<file path="src/rtl/mux4_pkg.sv">
// rtl/mux4_pkg.sv - shared constants, lane index type and pointer helper for mux4_to_1_arb
package mux4_pkg;

  localparam int CH_NUM = 4;
  localparam int SEL_W  = 2;

  typedef logic [SEL_W-1:0] sel_t;

  // Lane after x, wrapping 3 -> 0 through the natural 2-bit overflow
  function automatic sel_t next_ptr(input sel_t x);
    return x + sel_t'(1);
  endfunction

endpackage

</file>
<file path="src/rtl/rr_arb4.sv">
// rtl/rr_arb4.sv - combinational 4-way arbiter, round-robin or fixed priority (MUX4_FIXED_PRIO_EN)
module rr_arb4
  import mux4_pkg::*;
(
  input  logic [CH_NUM-1:0] req,
  input  sel_t              ptr,
  output logic [CH_NUM-1:0] grant,
  output sel_t              grant_idx,
  output logic              any
);

`ifndef MUX4_FIXED_PRIO_EN
  sel_t cand;
`endif

  // Pick the winning lane; the scan runs from the lowest priority up so the
  // last hit left standing is the highest-priority requester
  always_comb begin
    grant     = '0;
    grant_idx = '0;
    any       = 1'b0;
`ifdef MUX4_FIXED_PRIO_EN
    for (int i = CH_NUM - 1; i >= 0; i--) begin
      if (req[i]) begin
        grant_idx = sel_t'(i);
        any       = 1'b1;
      end
    end
`else
    cand = '0;
    for (int k = CH_NUM - 1; k >= 0; k--) begin
      cand = ptr + sel_t'(k);
      if (req[cand]) begin
        grant_idx = cand;
        any       = 1'b1;
      end
    end
`endif
    if (any) begin
      grant[grant_idx] = 1'b1;
    end
  end

endmodule

</file>
<file path="src/rtl/mux4_to_1_arb.sv">
// rtl/mux4_to_1_arb.sv - 4-to-1 stream merger with registered output; MUX4_FIXED_PRIO_EN selects fixed priority
module mux4_to_1_arb
  import mux4_pkg::*;
#(
  parameter int WIDTH = 8
) (
  input  logic             clk,
  input  logic             rst_n,
  input  logic [WIDTH-1:0] d0,
  input  logic [WIDTH-1:0] d1,
  input  logic [WIDTH-1:0] d2,
  input  logic [WIDTH-1:0] d3,
  input  logic             v0,
  input  logic             v1,
  input  logic             v2,
  input  logic             v3,
  output logic             r0,
  output logic             r1,
  output logic             r2,
  output logic             r3,
  output logic [WIDTH-1:0] y,
  output logic [1:0]       y_sel,
  output logic             y_valid,
  input  logic             y_ready
);

  localparam logic [0:0] ST_EMPTY = 1'b0;
  localparam logic [0:0] ST_FULL  = 1'b1;

  logic [0:0]        state_q, state_d;
  logic [WIDTH-1:0]  y_q, y_d;
  sel_t              y_sel_q, y_sel_d;
  sel_t              arb_ptr;
  logic [CH_NUM-1:0] req;
  logic [CH_NUM-1:0] grant;
  sel_t              grant_idx;
  logic              any;
  logic              load;
  logic              accept;
  logic [WIDTH-1:0]  d_g;

  assign req     = {v3, v2, v1, v0};
  assign y       = y_q;
  assign y_sel   = y_sel_q;
  assign y_valid = (state_q == ST_FULL);

  // Output slot can take a word when empty or when it is draining this edge
  assign load   = (state_q == ST_EMPTY) || y_ready;
  assign accept = load && any;

  rr_arb4 u_arb (
    .req       (req),
    .ptr       (arb_ptr),
    .grant     (grant),
    .grant_idx (grant_idx),
    .any       (any)
  );

  // Ready goes only to the winner, and never while reset is asserted
  always_comb begin
    r0 = rst_n && load && grant[0];
    r1 = rst_n && load && grant[1];
    r2 = rst_n && load && grant[2];
    r3 = rst_n && load && grant[3];
  end

  // Select the winning lane's data
  always_comb begin
    d_g = d0;
    case (grant_idx)
      2'd0:    d_g = d0;
      2'd1:    d_g = d1;
      2'd2:    d_g = d2;
      default: d_g = d3;
    endcase
  end

  // Output stage next state: load on accept, empty on drain, hold otherwise
  always_comb begin
    state_d = state_q;
    y_d     = y_q;
    y_sel_d = y_sel_q;
    if (accept) begin
      y_d     = d_g;
      y_sel_d = grant_idx;
    end
    case (state_q)
      ST_EMPTY: begin
        if (accept) state_d = ST_FULL;
      end
      ST_FULL: begin
        if (accept)       state_d = ST_FULL;
        else if (y_ready) state_d = ST_EMPTY;
      end
      default: state_d = ST_EMPTY;
    endcase
  end

  // Output register; y and y_sel keep their last word after a drain
  always_ff @(posedge clk or negedge rst_n) begin
    if (!rst_n) begin
      state_q <= ST_EMPTY;
      y_q     <= '0;
      y_sel_q <= '0;
    end else begin
      state_q <= state_d;
      y_q     <= y_d;
      y_sel_q <= y_sel_d;
    end
  end

`ifdef MUX4_FIXED_PRIO_EN
  assign arb_ptr = '0;
`else
  sel_t ptr_q, ptr_d;

  // Round-robin pointer moves just past the lane that won
  always_comb begin
    ptr_d = ptr_q;
    if (accept) ptr_d = next_ptr(grant_idx);
  end

  // Pointer register
  always_ff @(posedge clk or negedge rst_n) begin
    if (!rst_n) ptr_q <= '0;
    else        ptr_q <= ptr_d;
  end

  assign arb_ptr = ptr_q;
`endif

endmodule

</file>
<file path="config.mk">
export PLATFORM = sky130hd
export DESIGN_NAME = mux4_to_1_arb
export DESIGN_NICKNAME = d
export VERILOG_FILES = /design/src/rtl/mux4_pkg.sv /design/src/rtl/rr_arb4.sv /design/src/rtl/mux4_to_1_arb.sv
export SDC_FILE = /design/constraint.sdc
export NUM_CORES = 1
export LEC_CHECK = 0
export CAP_MARGIN = 20
export CORE_ASPECT_RATIO = 1.2
export CORE_MARGIN = 1
export CORE_UTILIZATION = 39
export DETAILED_ROUTE_END_ITERATION = 8
export GPL_ROUTABILITY_DRIVEN = 0
export GPL_TIMING_DRIVEN = 0
export PLACE_DENSITY_LB_ADDON = 0.3
export SETUP_SLACK_MARGIN = 0.05
export SLEW_MARGIN = 20
export SYNTH_ARGS = -nofsm -noshare
export SYNTH_HDL_FRONTEND = slang
export SYNTH_SLANG_ARGS = --single-unit
</file>
<file path="constraint.sdc">
create_clock -name clk -period 5.8 [get_ports clk]
set_input_delay 1.16 -clock clk [delete_from_list [all_inputs] [get_ports clk]]
set_output_delay 1.16 -clock clk [all_outputs]
set_load 0.02 [all_outputs]
</file>
==> results by group <==
Status
  • Status: finished, final reports clean

Synthesis
  • Number of synthesized flops with an enable pin: 0
  • Register area share after synthesis: 38.2%
  • Synth Flop Type: dfrtp_1
  • Unique masters post-synth: 21
  • Cell with the most instances after synthesis: nand2_1
  • Synth Warn #: 0
  • Post-synth top cells: 22 x nand2_1, 13 x dfrtp_1, 11 x o21ai_1
  • Synth Area per Inst: 8.97 um^2
  • Largest cells by area after synthesis: dfrtp_1 38%, nand2_1 9.7%, a222oi_1 9.4%
  • Cell taking the most area after synthesis: dfrtp_1
  • Area share of the largest cell type after synthesis: 38.2%
  • Mapped Cells: 95
  • Ys async rst share: 100%
  • Flops & latches, synth: 13
  • Post-Syn Nets: 139
  • Netlist Area Pre-Place: 852 um^2

Layout
  • Ant diodes: 0
  • Synth-to-layout area growth: 69.8%
  • Cell area after layout: 1450 um^2
  • Nets: 197
  • Layout cells sized above 1: 7.24%

Power
  • Pint: 318 uW
  • Sw Pwr: 226 uW
  • Register share of total power: 28.7%
  • Worst vdd ir: 0.221 mV
  • Switch share: 41.6%
  • Gate power share: 61.9%
  • Pwr Total: 544 uW
  • Clk network pwr share: 9.4%
  • LEAKAGE: 0.620 nW
  • PD cells: 376 nW/um^2

STA
  • RSZ-0062 raised after global routing: false
  • Final setup violation count: 0
  • Setup TNS: 0 ns
  • Fin Clk Skew: 0.00293 ns
  • Crit share post-route: 85.0%
  • Worst slew margin: 55.6%
  • Max Transition Viols Final: 0
  • Fmax: 203 MHz
  • Final hold vios: 0
  • Min cycle time layout: 4.93 ns
  • Slew at the pin closest to its max-slew limit: 0.664 ns

Critical path
  • Cell Chain, Critical Path: clkdlybuf4s50_1, nor2b_1, a211oi_1, o21bai_1, inv_1, ha_1, clkbuf_1, and3_1, clkdlybuf4s50_1
  • Crit. End Element: output port
  • Worst endpoint required time: 4.64 ns
  • Worst Path Arrival: 3.77 ns
  • Worst Path Buf+Inv: 4
  • CP most frequent cell: clkdlybuf4s50_1
  • Startpoint Class: primary input
  • Critical path's slowest cell: clkdlybuf4s50_1
  • Cell family with most CP delay: buffers and inverters
  • CP Class: in2out
  • Maximum fanout along the worst path: 9
  • CP peak stage delay: 0.60 ns

Clock tree
  • CTS buffer count: 3
  • Worst skew pair latency: 0.26 ns
  • Clock Path Buffers: 2
  • CTS resizes: 0
  • Clock slew seen by the registers of the worst setup and hold paths: 0.07 ns
  • Htree depth: 1
  • Clock Tree Root: clkbuf_4
  • Post-CTS setup buffers: 0
  • TritonCTS clock tree: built
  • Sink Count: 13
  • Hold Buf Count CTS: 0

GRT
  • GRT Total Usage: 21.3%
  • Vias in the first global route: 846
  • Overflow after GRT: 0
  • Largest net degree at the start of global routing: 18
  • First-pass GRT wire length: 3770 um
  • GR met1 Demand/Resource: 28.9%
  • Initial antenna violation count: 0
  • Met3 Track Usage GR: 2.05%
  • GR Util met2: 36.0%
  • Busiest grt layer: met2

Placed design
  • IO buf count: 53
  • Dpl hpwl: 1910 um
  • Placed inst area: 1420 um^2

Route
  • Average wire per standard cell: 12.6 um
  • Vias post-DR: 916
  • WL final: 2290 um
  • Drt initial violations: 46
  • Residual DRC: 0
  • Drt pass-1 iters: 4
  • Post-route ant nets: 0
  • Drt via density: 5.03

Floorplanning
  • Ports: 54
  • Die width: 44.7 um
  • Die area: 2380 um^2
  • Starting Density: 41.6%
  • Core Rows: 18
  • Die height: 53.2 um
  • CORE AREA: 2050 um^2

Worst hold path
  • HP Class: reg2reg

Run
  • MaxCap Viol Count: 0
## worst register-to-register path, stage by stage, from the launching register on
cell	delay, ns
dfrtp_1	0.40
nor2b_1	0.20
nor3b_2	0.08
o22ai_2	0.23
inv_1	0.13
ha_1	0.21
clkbuf_1	0.20
a222oi_1	0.40
nand2_1	0.10
o21ai_0	0.10
o21ai_1	0.07
## final timing paths
check	cells after the start	end	from	slack [ns]
min in group asynchronous	1	y[7]	rst_n	1.30
max in group asynchronous	1	arb_ptr[0]	rst_n	4.07
setup reg to reg	10	y[1]	arb_ptr[0]	3.57
setup / recovery	9	r2	v2	0.87
hold reg to reg	2	y[1]	y[1]	0.48
hold / removal	2	y[1]	y[1]	0.48
## power groups by stage
stage	clock network, mW	logic [mW]	registers (mW)
floorplan	0	0.153	0.197
global placement	0	0.327	0.156
detailed placement	0	0.336	0.158
CTS	0.0527	0.337	0.156
global route	0.0581	0.373	0.161
finish	0.0512	0.337	0.156
## metal layers
layer	share of wire, %	vias to the layer above
met1	43	423
met3	4.5	2
met2	52	29
met5	0	-
met4	0.83	0
li1	-	462
## state kept, by name (all words and copies together), names as in the netlist
register	flops
y_sel	2
y	8
arb_ptr	2
y_valid	1
## per-stage QoR
step / std cells / hold slack [ns] / setup WS, ns / util [%]
6_report: 182 / 0.484 / 0.870 / 70.6
3_5_place_dp: 178 / 0.474 / 0.858 / 69.3
3_3_place_gp: 178 / 0.466 / 1.02 / 69.3
5_1_grt: 182 / 0.512 / 0.643 / 70.6
2_1_floorplan: 95 / 0.506 / 2.26 / -
4_1_cts: 182 / 0.491 / 0.850 / 70.6
## cell type report
type	count	area [um^2]
Buffer	6	37.5
Tap cell	30	37.5
Multi-Input combinational cell	72	474
Inverter	4	15.0
Clock buffer	4	26.3
Sequential cell	13	325
Fill cell	161	603
Timing Repair Buffer	53	531
## logic make-up (layout without fill, tap and decap cells)
| kind of cell | Yosys count | after routing | share of synthesized area [%] |
|---|---|---|---|
| and+or+nand+nor | 34 | 34 | 21.1 |
| buffers and inverters | 10 | 67 | 6.17 |
| AOI/OAI and AO/OA | 32 | 32 | 25.4 |
| DFF | 13 | 13 | 38.2 |
| adders and majority gates | 5 | 5 | 7.34 |
| muxes | 1 | 1 | 1.76 |
## layout by cell type (no fill, tap or decap), drive strengths merged
master / Yosys / routed
a21oi: 1 / 1
a21o: 1 / 1
dfrtp: 13 / 13
buf: 2 / 2
a211oi: 1 / 1
o21bai: 1 / 1
nor3: 1 / 1
a222oi: 8 / 8
mux2: 1 / 1
inv: 4 / 4
nor3b: 1 / 1
nor2b: 4 / 4
ha: 5 / 5
o21ai: 19 / 19
nor4: 1 / 1
clkbuf: 4 / 8
nand2: 22 / 22
clkdlybuf4s50: 0 / 53
and3: 4 / 4
o22ai: 1 / 1
nor2: 1 / 1
Note: power is estimated with default switching activity, not from simulation.
==> RTL edit 1, RTL diff (config.mk and constraints unchanged) <==
Build with the macro `MUX4_FIXED_PRIO_EN` defined.
--- a/src/rtl/rr_arb4.sv
+++ b/src/rtl/rr_arb4.sv
@@ -1,3 +1,5 @@
 // rtl/rr_arb4.sv - combinational 4-way arbiter, round-robin or fixed priority (MUX4_FIXED_PRIO_EN)
+`define MUX4_FIXED_PRIO_EN
+
 module rr_arb4
   import mux4_pkg::*;
Behaviour: not the same (Yosys sat finds a counterexample within 4 cycles, from zero or initial values and one cycle with rst_n low).
==> RTL edit 1 against the unedited design <==
- the flow now finishes with violations (design-rule violations)
- wire length down 0.35%
- worst setup slack better by 0.71 ns
- count of clock-buffer cells in the layout unchanged
- hold slack worse by 0.0043 ns
- non-clock buffer count unchanged
- sequential cell count down 2
- final area down 2.6%
- area after synthesis down 2.8%
Power is not compared: it rests on default switching activity, and its combinational part moved more than twofold at a synthesized area within 25%.
==> RTL edit 1: results (changes against the unedited design) <==
** Drt
- Total routed wirelength :: 2.278 mm (-0.35%)
- DRC Markers :: 3 (+3)
- Routed wire length per instance :: 13.32 um (+6.1%)
- The routed length on met3 came to 119 um (+17%).
- Iter 0 DRT Violations :: 17 (-63%)
- Initial DRT Pass Iterations :: 6 (+2)
- The wire length on met1 came to 843 um (-14%).
- DR WL met2 :: 1.199 mm (+1.0%)

** Placement
- The cell total after placement was 167 (-6.2%).
- Worst-case setup slack after placement :: 1.558 ns (+0.7003 ns)
- The estimated wirelength of the detail-placed design is 1.890 mm (-0.96%).

** Clock tree
- Number of sinks driven by the clock tree :: 11 (-2)
- The clock insertion delay at the later pin of the skew report is 0.28 ns (+0.02 ns).

** Layout
- The buffer share of cell area is 0.4059 (+0.01313).
- The clock tree cell share of total cell area came to 0.01865 (+0.0004840).
- Multi-input logic cell count :: 75 (+4.2%)
- Share of final-layout standard cells stronger than drive strength 1 :: 0.1382 (+0.06579)
- The number of fill cells is 156 (-3.1%).
- The net total in the final layout was 192 (-2.5%).
- Synthesis-to-finish area growth :: 70.09%

** Yosys
- Top post-synthesis cells by count :: sky130_fd_sc_hd__nand2_1 (18), sky130_fd_sc_hd__a21oi_1 (11), sky130_fd_sc_hd__dfrtp_1 (11), sky130_fd_sc_hd__nor2_1 (11), sky130_fd_sc_hd__a311oi_1 (8)
- The average size of a mapped cell was 8.719 um2 (-2.8%).
- Number of nets produced by synthesis :: 134 (-3.6%)

** Setup path
- End of the worst register-to-register path :: y[2]$_DFFE_PN0P_
- The critical path starts at rst_n.
- Path depth of the worst reg2reg path :: 5 (-5)

** Run status
- Failing checks :: design-rule violations
- The flow ran to the end, but the final reports show violations.

** Timing
- The worst hold slack is 0.4797 ns (-0.004271 ns).
- Final setup skew :: 0.003662 ns (+0.0007323 ns)
- Worst slew pin tran :: 0.5533 ns (-0.1106 ns)
- The achievable clock frequency was 236.9 MHz (+17%).

** GRT
- The number of global-route vias before repair was 924 (+9.2%).
- The met1 track utilization from global routing was 0.2309 (-0.05838).
- The met3 track utilization from global routing is 0.01379 (-0.006685).
- The routing usage on met2 is 0.3824 (+0.02206).
- Gr usage total :: 0.2181 (+0.005489)
- Global-route wire length before repair :: 3.684 mm (-2.2%)
- Pin count of the biggest net entering global routing :: 14 (-4)
RTL edit 1: cell types whose count changed after synthesis, sizes merged, moves of 4 or more:
cell | before | now
a21oi | 1 | 11
a222oi | 8 | 0
a311oi | 0 | 8
ha | 5 | 0
nand2 | 22 | 18
nor2 | 1 | 11
nor2b | 4 | 8
o21ai | 19 | 0
o31ai | 0 | 9
RTL edit 1: cells by family after synthesis:
group | after synthesis | share of synthesized area
simple gates | 45 | 0.3036
flops | 11 | 0.3323
compound gates | 30 | 0.2976
buf+inv | 9 | 0.06646
RTL edit 1: power groups by stage:
stage	logic (uW)	clock network, uW	registers (uW)
global placement	102	0	92.5
CTS	104	54.6	91.5
global route	112	59.3	92.5
finish	104	53.1	91.6
detailed placement	104	0	93.0
floorplan	35.9	0	104
RTL edit 1: critical path: stages:
cell and delay, ns:
sky130_fd_sc_hd__clkdlybuf4s50_1 0.82, sky130_fd_sc_hd__nand2_1 0.18, sky130_fd_sc_hd__nor3_1 0.23, sky130_fd_sc_hd__clkdlybuf4s50_1 0.67
==> RTL edit 2, RTL diff (config.mk and constraints unchanged) <==
Without the edit above. `y_q` no longer has a reset.
--- a/src/rtl/mux4_to_1_arb.sv
+++ b/src/rtl/mux4_to_1_arb.sv
@@ -101,11 +101,13 @@
     if (!rst_n) begin
       state_q <= ST_EMPTY;
-      y_q     <= '0;
       y_sel_q <= '0;
     end else begin
       state_q <= state_d;
-      y_q     <= y_d;
       y_sel_q <= y_sel_d;
     end
+  end
+
+  always_ff @(posedge clk) begin
+    y_q <= y_d;
   end
 
Check against the original RTL: not equivalent (Yosys sat finds a counterexample within 4 cycles, from zero or initial values and one cycle with rst_n low).
==> RTL edit 2 against the unedited design <==
- worst setup slack improved by 0.12 ns
- area after synthesis increased by 1.0%
- power decreased by 7.3%
- wire length increased by 0.96%
- clock skew increased by 0.0021 ns
- final area increased by 0.61%
- sequential share of layout area increased by 2.6 points
- sequential cell count unchanged
- non-clock buffer count decreased by 2
- via count decreased by 12%
- core utilization decreased by 0.34 points
- largest cell class unchanged
- largest power group unchanged
==> RTL edit 2: results (changes against the unedited design) <==
** Placement
- The estimated wirelength of the detail-placed design is 1.763 mm (-7.6%).
- The post-placement cell area came to 1429 um2 (+0.62%).
- Number of cells in the design after placement :: 158 (-11%)

** Drt
- Routed wire length per instance :: 14.25 um (+13%)
- Via density per instance :: 4.969 (-1.3%)

** Setup path
- The worst register-to-register path ends at y[7]$_DFFE_PP_.
- The cell depth of the worst flop-to-flop path was 8 (-2).

** Layout
- Filler cell count in the final layout :: 169 (+5.0%)
- Share of final-layout standard cells stronger than drive strength 1 :: 0.09091 (+0.01854)
- The net total in the final layout is 177 (-10%).

** GRT
- Global-route wire length before repair :: 3.325 mm (-12%)
- The global-route total usage across every layer is 0.2026 (-0.01005).
- The number of global-route vias before repair came to 748 (-12%).

** Yosys
- Top post-synthesis cells by count :: sky130_fd_sc_hd__inv_1 (13), sky130_fd_sc_hd__mux2i_1 (9), sky130_fd_sc_hd__a222oi_1 (8), sky130_fd_sc_hd__edfxtp_1 (8)
- Number of nets produced by synthesis :: 119 (-14%)
- Ranked by total cell area, the synthesized netlist is headed by sky130_fd_sc_hd__edfxtp_1 (28%), sky130_fd_sc_hd__dfrtp_1 (15%), sky130_fd_sc_hd__mux2i_1 (10%), sky130_fd_sc_hd__a222oi_1 (9.3%), sky130_fd_sc_hd__ha_1 (7.3%).
- Async set or reset register ratio after synthesis :: 0.3846 (-0.6154)
- The count of unique library cells instantiated by Yosys is 22 (+4.8%).
- The count of flip-flops with a built-in enable after synthesis came to 8 (+8).

** Timing
- The least setup slack across all paths after layout came to 0.9856 ns (+0.1158 ns).
- Final setup skew :: 0.005016 ns (+0.002086 ns)
- Slew headroom :: 0.6131 (+0.05703)

** Pwr
- The largest vdd supply drop is 295.1 uV (+34%).
- Static power due to leakage :: 0.0006093 uW (-1.8%)

** Run status
- Outcome :: completed

** Clock tree
- Clock insertion delay at the later pin of the skew report :: 0.28 ns (+0.02 ns)
## RTL edit 2: kinds of logic after synthesis
logic type	count (synthesis)	share of synthesized area
and+or+nand+nor	16	0.1337
DFF	13	0.4244
buffers and inverters	17	0.07413
muxes	11	0.1395
adders and majority gates	5	0.07267
AOI/OAI and AO/OA	13	0.1555
## RTL edit 2: metal layers
layer | track usage | wire length, um
met3 | 0.03413 | 120
met5 | 0 | 0
met2 | 0.3676 | 1223
met1 | 0.2158 | 913
met4 | 0.1162 | 51
## RTL edit 2: area by class of cell
type                    instances  area [um2]  area share
clock buffers                   4       26.28     0.01806
plain buffers                   4       15.01     0.01032
inverters                      13       48.80     0.03353
well taps                      30       37.54     0.02580
flip-flops and latches         13       365.4      0.2511
repair buffers                 53       530.5      0.3646
multi-input cells              45       431.7      0.2966
## RTL edit 2: where the power goes
group	switching [uW]	internal, uW	leakage, uW
logic	142	147	0.000460
registers	16.7	143	0.000135
clock network	30.2	26.7	0.0000150
total	188	316	0.000609
